<file path="src/rtl/drain_fifo.sv">
`default_nettype none
// ============================================================================
//  Module   : drain_fifo
//  Purpose  : Show-ahead FIFO behind the shift buffer, with a registered
//             early-stall output, a fill-level output and a sticky overflow flag.
//  Revision : 1.0
// ============================================================================
module drain_fifo #(
   parameter int p_width  = 32,
   parameter int p_depth  = 8,
   parameter int p_margin = 2
) (
   input  logic                         i_clk,
   input  logic                         i_rst,
   input  logic [p_width-1:0]           in,
   input  logic                         in_valid,
   output logic                         o_stall,
   output logic [p_width-1:0]           out,
   output logic                         out_valid,
   input  logic                         out_ready,
   output logic [$clog2(p_depth+1)-1:0] o_level,
   output logic                         o_overflow
);

   localparam int c_aw = $clog2(p_depth);
   localparam int c_pw = c_aw + 1;
   localparam int c_lw = $clog2(p_depth + 1);
   localparam logic [c_pw-1:0] c_thresh = c_pw'(p_depth - p_margin);

   logic [p_width-1:0] mem_q [p_depth];
   logic [c_pw-1:0]    wr_ptr_q, wr_ptr_d;
   logic [c_pw-1:0]    rd_ptr_q, rd_ptr_d;
   logic               stall_q, stall_d;
   logic               ovf_q, ovf_d;

   logic               empty, full, push, pop;
   logic [c_pw-1:0]    level, level_d;

   // The extra pointer bit separates full (wrap bits differ) from empty.
   assign empty     = (wr_ptr_q == rd_ptr_q);
   assign full      = (wr_ptr_q[c_aw-1:0] == rd_ptr_q[c_aw-1:0]) &&
                      (wr_ptr_q[c_aw] != rd_ptr_q[c_aw]);
   assign level     = wr_ptr_q - rd_ptr_q;
   assign out_valid = !empty;
   assign pop       = out_valid && out_ready;
   assign push      = in_valid && (!full || pop);

   always_comb begin
      wr_ptr_d = wr_ptr_q + {{c_aw{1'b0}}, push};
      rd_ptr_d = rd_ptr_q + {{c_aw{1'b0}}, pop};
      level_d  = level + {{c_aw{1'b0}}, push} - {{c_aw{1'b0}}, pop};
      stall_d  = (level_d >= c_thresh);
      ovf_d    = ovf_q || (in_valid && full && !pop);
   end

   always_ff @(posedge i_clk or posedge i_rst) begin
      if (i_rst) begin
         wr_ptr_q <= '0;
         rd_ptr_q <= '0;
         stall_q  <= 1'b0;
         ovf_q    <= 1'b0;
      end else begin
         wr_ptr_q <= wr_ptr_d;
         rd_ptr_q <= rd_ptr_d;
         stall_q  <= stall_d;
         ovf_q    <= ovf_d;
      end
   end

   // Storage has no reset; emptiness is tracked purely by the pointers.
   always_ff @(posedge i_clk) begin
      if (push) begin
         mem_q[wr_ptr_q[c_aw-1:0]] <= in;
      end
   end

   assign out        = out_valid ? mem_q[rd_ptr_q[c_aw-1:0]] : '0;
   assign o_level    = c_lw'(level);
   assign o_stall    = stall_q;
   assign o_overflow = ovf_q;

endmodule
`default_nettype wire

</file>
<file path="config.mk">
export PLATFORM = sky130hd
export DESIGN_NAME = drain_fifo
export DESIGN_NICKNAME = d
export VERILOG_FILES = /design/src/rtl/drain_fifo.sv
export SDC_FILE = /design/constraint.sdc
export NUM_CORES = 1
export LEC_CHECK = 0
export CORE_MARGIN = 5
export CORE_UTILIZATION = 58
export CTS_CLUSTER_SIZE = 28
export DETAILED_ROUTE_END_ITERATION = 16
export GPL_ROUTABILITY_DRIVEN = 1
export GPL_TIMING_DRIVEN = 0
export PLACE_DENSITY = 0.77
export SKIP_LAST_GASP = 1
export SYNTH_ARGS = -nofsm -noshare
export SYNTH_HDL_FRONTEND = slang
export SYNTH_SLANG_ARGS = --single-unit
export TNS_END_PERCENT = 100
</file>
<file path="constraint.sdc">
create_clock -name i_clk -period 5.9 [get_ports i_clk]
set_input_delay 0.885 -clock i_clk [delete_from_list [all_inputs] [get_ports i_clk]]
set_output_delay 0.885 -clock i_clk [all_outputs]
set_load 0.03 [all_outputs]
</file>
## Yosys cells after proc, flatten, opt, wreduce, memory -nomap -nowiden

Memories as Yosys holds them, arrays and structs flattened.
Index checks and enable logic that the tools add are counted.

- Bits in registers: 10
- RAM bits: 256
- Input port bits: 36
- Output and inout port bits: 39
- Logic and storage cells: 27
- Memories: 1

Memory list:

| name | words | width | rd ports | clocked after Yosys merged registers in | write ports | line | source |
|---|---|---|---|---|---|---|---|
| mem_q | 8 | 32 | 1 | 0 | 1 | 30 | `logic [p_width-1:0] mem_q [p_depth];` |

- $add $sub $neg: 5
- $lt $le $gt $ge: 1
- Equal/unequal tests: 3
- Mux-type cells: 3
- Reductions and logical operators: 10

Operator list:

| cell | count |
|---|---|
| 2-to-1 mux 32 bit | 1 |
| adder 4 x 1 -> 4 bit | 3 |
| logical AND 1 bit | 5 |
| == test 4 bit | 1 |
| >= comparator 4 x 3 -> 1 bit (second input constant) | 1 |
| subtractor 4 x 1 -> 4 bit | 1 |
| subtractor 4 bit | 1 |
| == test 3 bit | 1 |
| logical NOT 1 bit | 3 |
| logical OR 1 bit | 2 |
| 2-to-1 mux 1 bit | 2 |
| != test 1 bit | 1 |

## Logic depth before layout (Yosys ltp)

- Depth in word-level cells: 8
- Mapped depth: 15
- Mapped depth without buffers: 13

## Least setup slack after synthesis

OpenSTA, ideal clock, no wires.

- Path type: flip-flop to flip-flop
- Start point: register rd_ptr_q[2]
- End point: memory mem_q[6][0] (enable)
- Library setup time: 0.461 ns
- Arrival time: 3.808 ns
- Data required time: 5.439 ns
- Setup slack: 1.631 ns
- Cell stages (with the launch flop): 9
- Period minus slack after synthesis: 4.269 ns
- Cell sequence: dfrtp_1 > clkbuf_1 > inv_1 > buf_1 > ha_1 > nand3_1 > or3_2 > nand2_1 > nor3_1

- Cells in the longest elaborated chain, start to end: 7
- Elaborated cells between the ends (all ways): 10
- Classes of those cells: eq/ne (2); mux (2); reduce/logical (6)

RTL lines:

| item | line | source |
|---|---|---|
| start: declaration | 32 | `logic [c_pw-1:0] rd_ptr_q, rd_ptr_d;` |
| start signal: assignment | 64 | `rd_ptr_q <= rd_ptr_d;` |
| == test 4 bit / == test 3 bit (equally long branches) | 40, 41 |  |
| logical NOT 1 bit / logical AND 1 bit (equally long branches) | 44, 41 |  |
| logical AND 1 bit / logical NOT 1 bit (equally long branches) | 45, 46 |  |
| logical OR 1 bit * | 46 | `assign push = in_valid && (!full \|\| pop);` |
| logical AND 1 bit * | 46 |  |
| 2-to-1 mux 1 bit * | 72 | `if (push) begin` |
| 2-to-1 mux 1 bit (implied by the code) * | 73 | `mem_q[wr_ptr_q[c_aw-1:0]] <= in;` |
| end: declaration | 30 |  |

Mark *: on every way between the ends. The rest lies on a longest branch, timed or not.

## Worst setup path in the final report

- Start point: register rd_ptr_q[2]
- End point: output port out[19]

- Cells in the longest elaborated chain, start to end: 2
- Elaborated cells between the ends (all ways): 3
- Classes of those cells: eq/ne (1); mux (1); memory (1)

RTL lines:

| item | line | source |
|---|---|---|
| memory read (8 x 32 bit) / == test 4 bit (equally long branches) | n/a |  |
| 2-to-1 mux 32 bit * | 77 | `assign out = out_valid ? mem_q[rd_ptr_q[c_aw-1:0]] : '0;` |
| end: declaration | 18 | `output logic [p_width-1:0] out,` |

Marked as above.

==> results.yml <==
route:
  wl_um: 21300
  ant_nets: 0
  drc_errors: 0
  initialDrtViolationCount: 481
  wire_per_inst_um: 24.1
  via_per_inst: 6.00
  num_vias: 5301
  dr.pass1.iters: 4
worst_setup_path:
  cp-endpoint: "out[19]"
  crit_arrival_ns: 4.08
  cp_num_cells: 9
  cp_slowest_cell: "clkdlybuf4s50_1"
  worstSetupStartpoint: "rd_ptr_q[2]"
  cp-start-kind: "flip-flop"
  endpoint_kind: "primary output"
  cp.required_ns: 5.02
  crit_buf_inv: 6
  max_stage_delay_ns: 0.73
  r2r-end: "o_stall"
  ff2ff_setup_slack_ns: 1.80
  crit_fanout: 10
  path_cells: "clkbuf_1, inv_1, buf_1, ha_1, and4_2, buf_2, clkbuf_1, a21oi_1, clkdlybuf4s50_1"
  worstSetupPathType: "flip-flop to primary output"
  crit_family: "buffers and inverters"
  reg2reg_from: "rd_ptr_q[2]"
  r2r_cells: 15
  crit_top_cell: "clkbuf_1"
global_route:
  overflow: 0
  grt-busiest-layer: "met2"
  met2_usage_pct: 37.2
  grt_max_degree: 22
  gr-usage-met3_pct: 3.43
  grt_pass1_vias: 5622
  grt_usage_pct: 21.3
  antenna_found_initial: 0
  grt_first_pass_wirelength_um: 32700
  gr-usage-met1_pct: 29.1
die:
  io_pins: 75
  die_y_um: 144
  die_x_um: 144
  core_um2: 17800
  die-area_um2: 20700
  initial_core_util_pct: 58.3
  rows: 49
timing:
  holdWs_ns: 0.482
  finClkSkew_ns: 0.0115
  min_period_ns: 4.96
  setup-violations-final: 0
  hold_violations: 0
  drv_slew: 0
  fmax_mhz: 202
  fin_crit_sh_pct: 84.1
  rsz0062_at_grt: "false"
  slew_headroom_pct: 31.7
  worst_slew_pin_slew_ns: 1.02
run:
  maxCapViolCount: 0
logic_synthesis:
  async_reset_ff_share_pct: 3.76
  avgSynthCellArea_um2: 20.0
  ys_seq_elements: 266
  synth-edff-count: 256
  synth-main-ff-cell: "edfxtp_1"
  ys.warnings.count: 0
  netlist_area_um2: 10400
  synth_fp_nets: 569
  synthCells: 520
  yosysSeqAreaShare_pct: 76.3
  ys_types: 32
clock_tree:
  ctsResizeCount: 0
  clkTransAtPathRegs_ns: 0.05
  cts_root_buf: "clkbuf_16"
  numClockSinks: 266
  htreeDepth: 1
  worstSkewPairLatency_ns: 0.52
  hold_buffers: 0
  cts_tree: "built"
  post_cts_buffers: 0
  cts_buffers: 26
  cts_max_path_buffers: 3
cells_and_area:
  layout.nets: 683
  nFillCells: 1062
  diodes: 0
  final_cell_mix: "edfxtp_1 (256), clkdlybuf4s50_1 (74), nand2_1 (67)"
  area_growth_pct: 20.8
  final_common_cell: "edfxtp_1"
  final_area_um2: 12600
  drive_gt1_share_pct: 21.6
placed_design:
  place_area_um2: 11700
  dp_hpwl_um: 13500
  numPortBuffers: 74
  gp_congestion: 0.853
min_path:
  hp-class: "flip-flop to flip-flop"
pwr:
  power_density_nw_per_um2: 588
  p_leak_uw: 0.00420
  ir_drop_v: 0.000633
outcome:
  status: "complete, no violations"
-- logic make-up after synthesis --
logic type	Yosys count	share of synthesized area (%)
flip-flops	266	76.3
AND/OR/NAND/NOR	92	3.82
multiplexers	64	13.8
AO/OA/AOI/OAI	39	2.02
buffers and inverters	39	1.74
adder cells (fa/ha/maj)	13	1.71
XOR/XNOR	7	0.589
-- cells in the mapped netlist, types with 2 or more instances --
master    number  area, um^2
buf_4          7        52.6
xnor2_1        3        26.3
edfxtp_1     256        7690
nor3_1         2        10.0
fa_1           2        40.0
a21oi_1       34         170
buf_2          7        35.0
nand2_1       67         251
dfrtp_1       10         250
ha_1          11         138
mux4_2        64        1440
clkbuf_1      10        37.5
nand3_1        5        25.0
nor2_1         7        26.3
inv_1         14        52.6
xor2_1         4        35.0
or3_1          2        12.5
-- worst min path at each step --
stage | startpoint | end | slack (ns) | depth (start not counted)
after floorplan | rd_ptr_q[3] | rd_ptr_q[3] | 0.47 | 1
after global placement | o_overflow | o_overflow | 0.46 | 1
after detailed placement | o_overflow | o_overflow | 0.47 | 1
after CTS | o_overflow | o_overflow | 0.49 | 1
after global routing | o_overflow | o_overflow | 0.50 | 1
final | o_overflow | o_overflow | 0.48 | 1
-- worst reg2reg max path: cells and delay by family (launching register included) --
kind	cells	cell delay, ns
flops	1	0.37
xor+xnor	1	0.15
buf+inv	6	1.27
fa+ha+maj	4	1.25
simple gates	4	0.94
-- flip-flops by register name, indices dropped and copies added (netlist names) --
register / flops
rd_ptr_q: 4
o_overflow: 1
o_stall: 1
wr_ptr_q: 4
mem_q: 256
-- routing by layer --
metal  vias up  wire, um
met3        34      1360
met2       209     11000
met1      2756      8580
li1       2302         -
met4         0       365
met5         -         0
-- power breakdown --
part           internal (uW)  leakage, uW  switching (uW)  total [uW]
Sequential              2390      0.00244            90.7        2480
Combinational           1370      0.00134            1880        3250
Clock                   1000     0.000426             654        1660
-- metrics by stage --
stage / TNS (ns) / utilization (%) / setup WS (ns) / cells / total power [uW]
floorplan: 0 / - / 1.63 / 520 / 4570
global placement: -68.23 / 64.1 / -1.10 / 823 / 5610
detailed placement: 0 / 65.6 / 1.45 / 835 / 5800
CTS: 0 / 70.5 / 0.890 / 883 / 7470
global route: 0 / 70.5 / 0.803 / 883 / 7750
finish: 0 / 70.5 / 0.938 / 883 / 7390
-- area by class of cell --
| type | count | area [um^2] | area share, % |
|---|---|---|---|
| sequential | 266 | 7940 | 63.1 |
| multi-input combinational | 215 | 2340 | 18.6 |
| timing repair buffer | 86 | 955 | 7.59 |
| clock buffer | 36 | 739 | 5.88 |
| tap | 229 | 287 | 2.28 |
| clock inverter | 12 | 133 | 1.05 |
| buffer | 25 | 129 | 1.02 |
| inverter | 14 | 52.6 | 0.418 |
(Power assumes the default switching activity.)
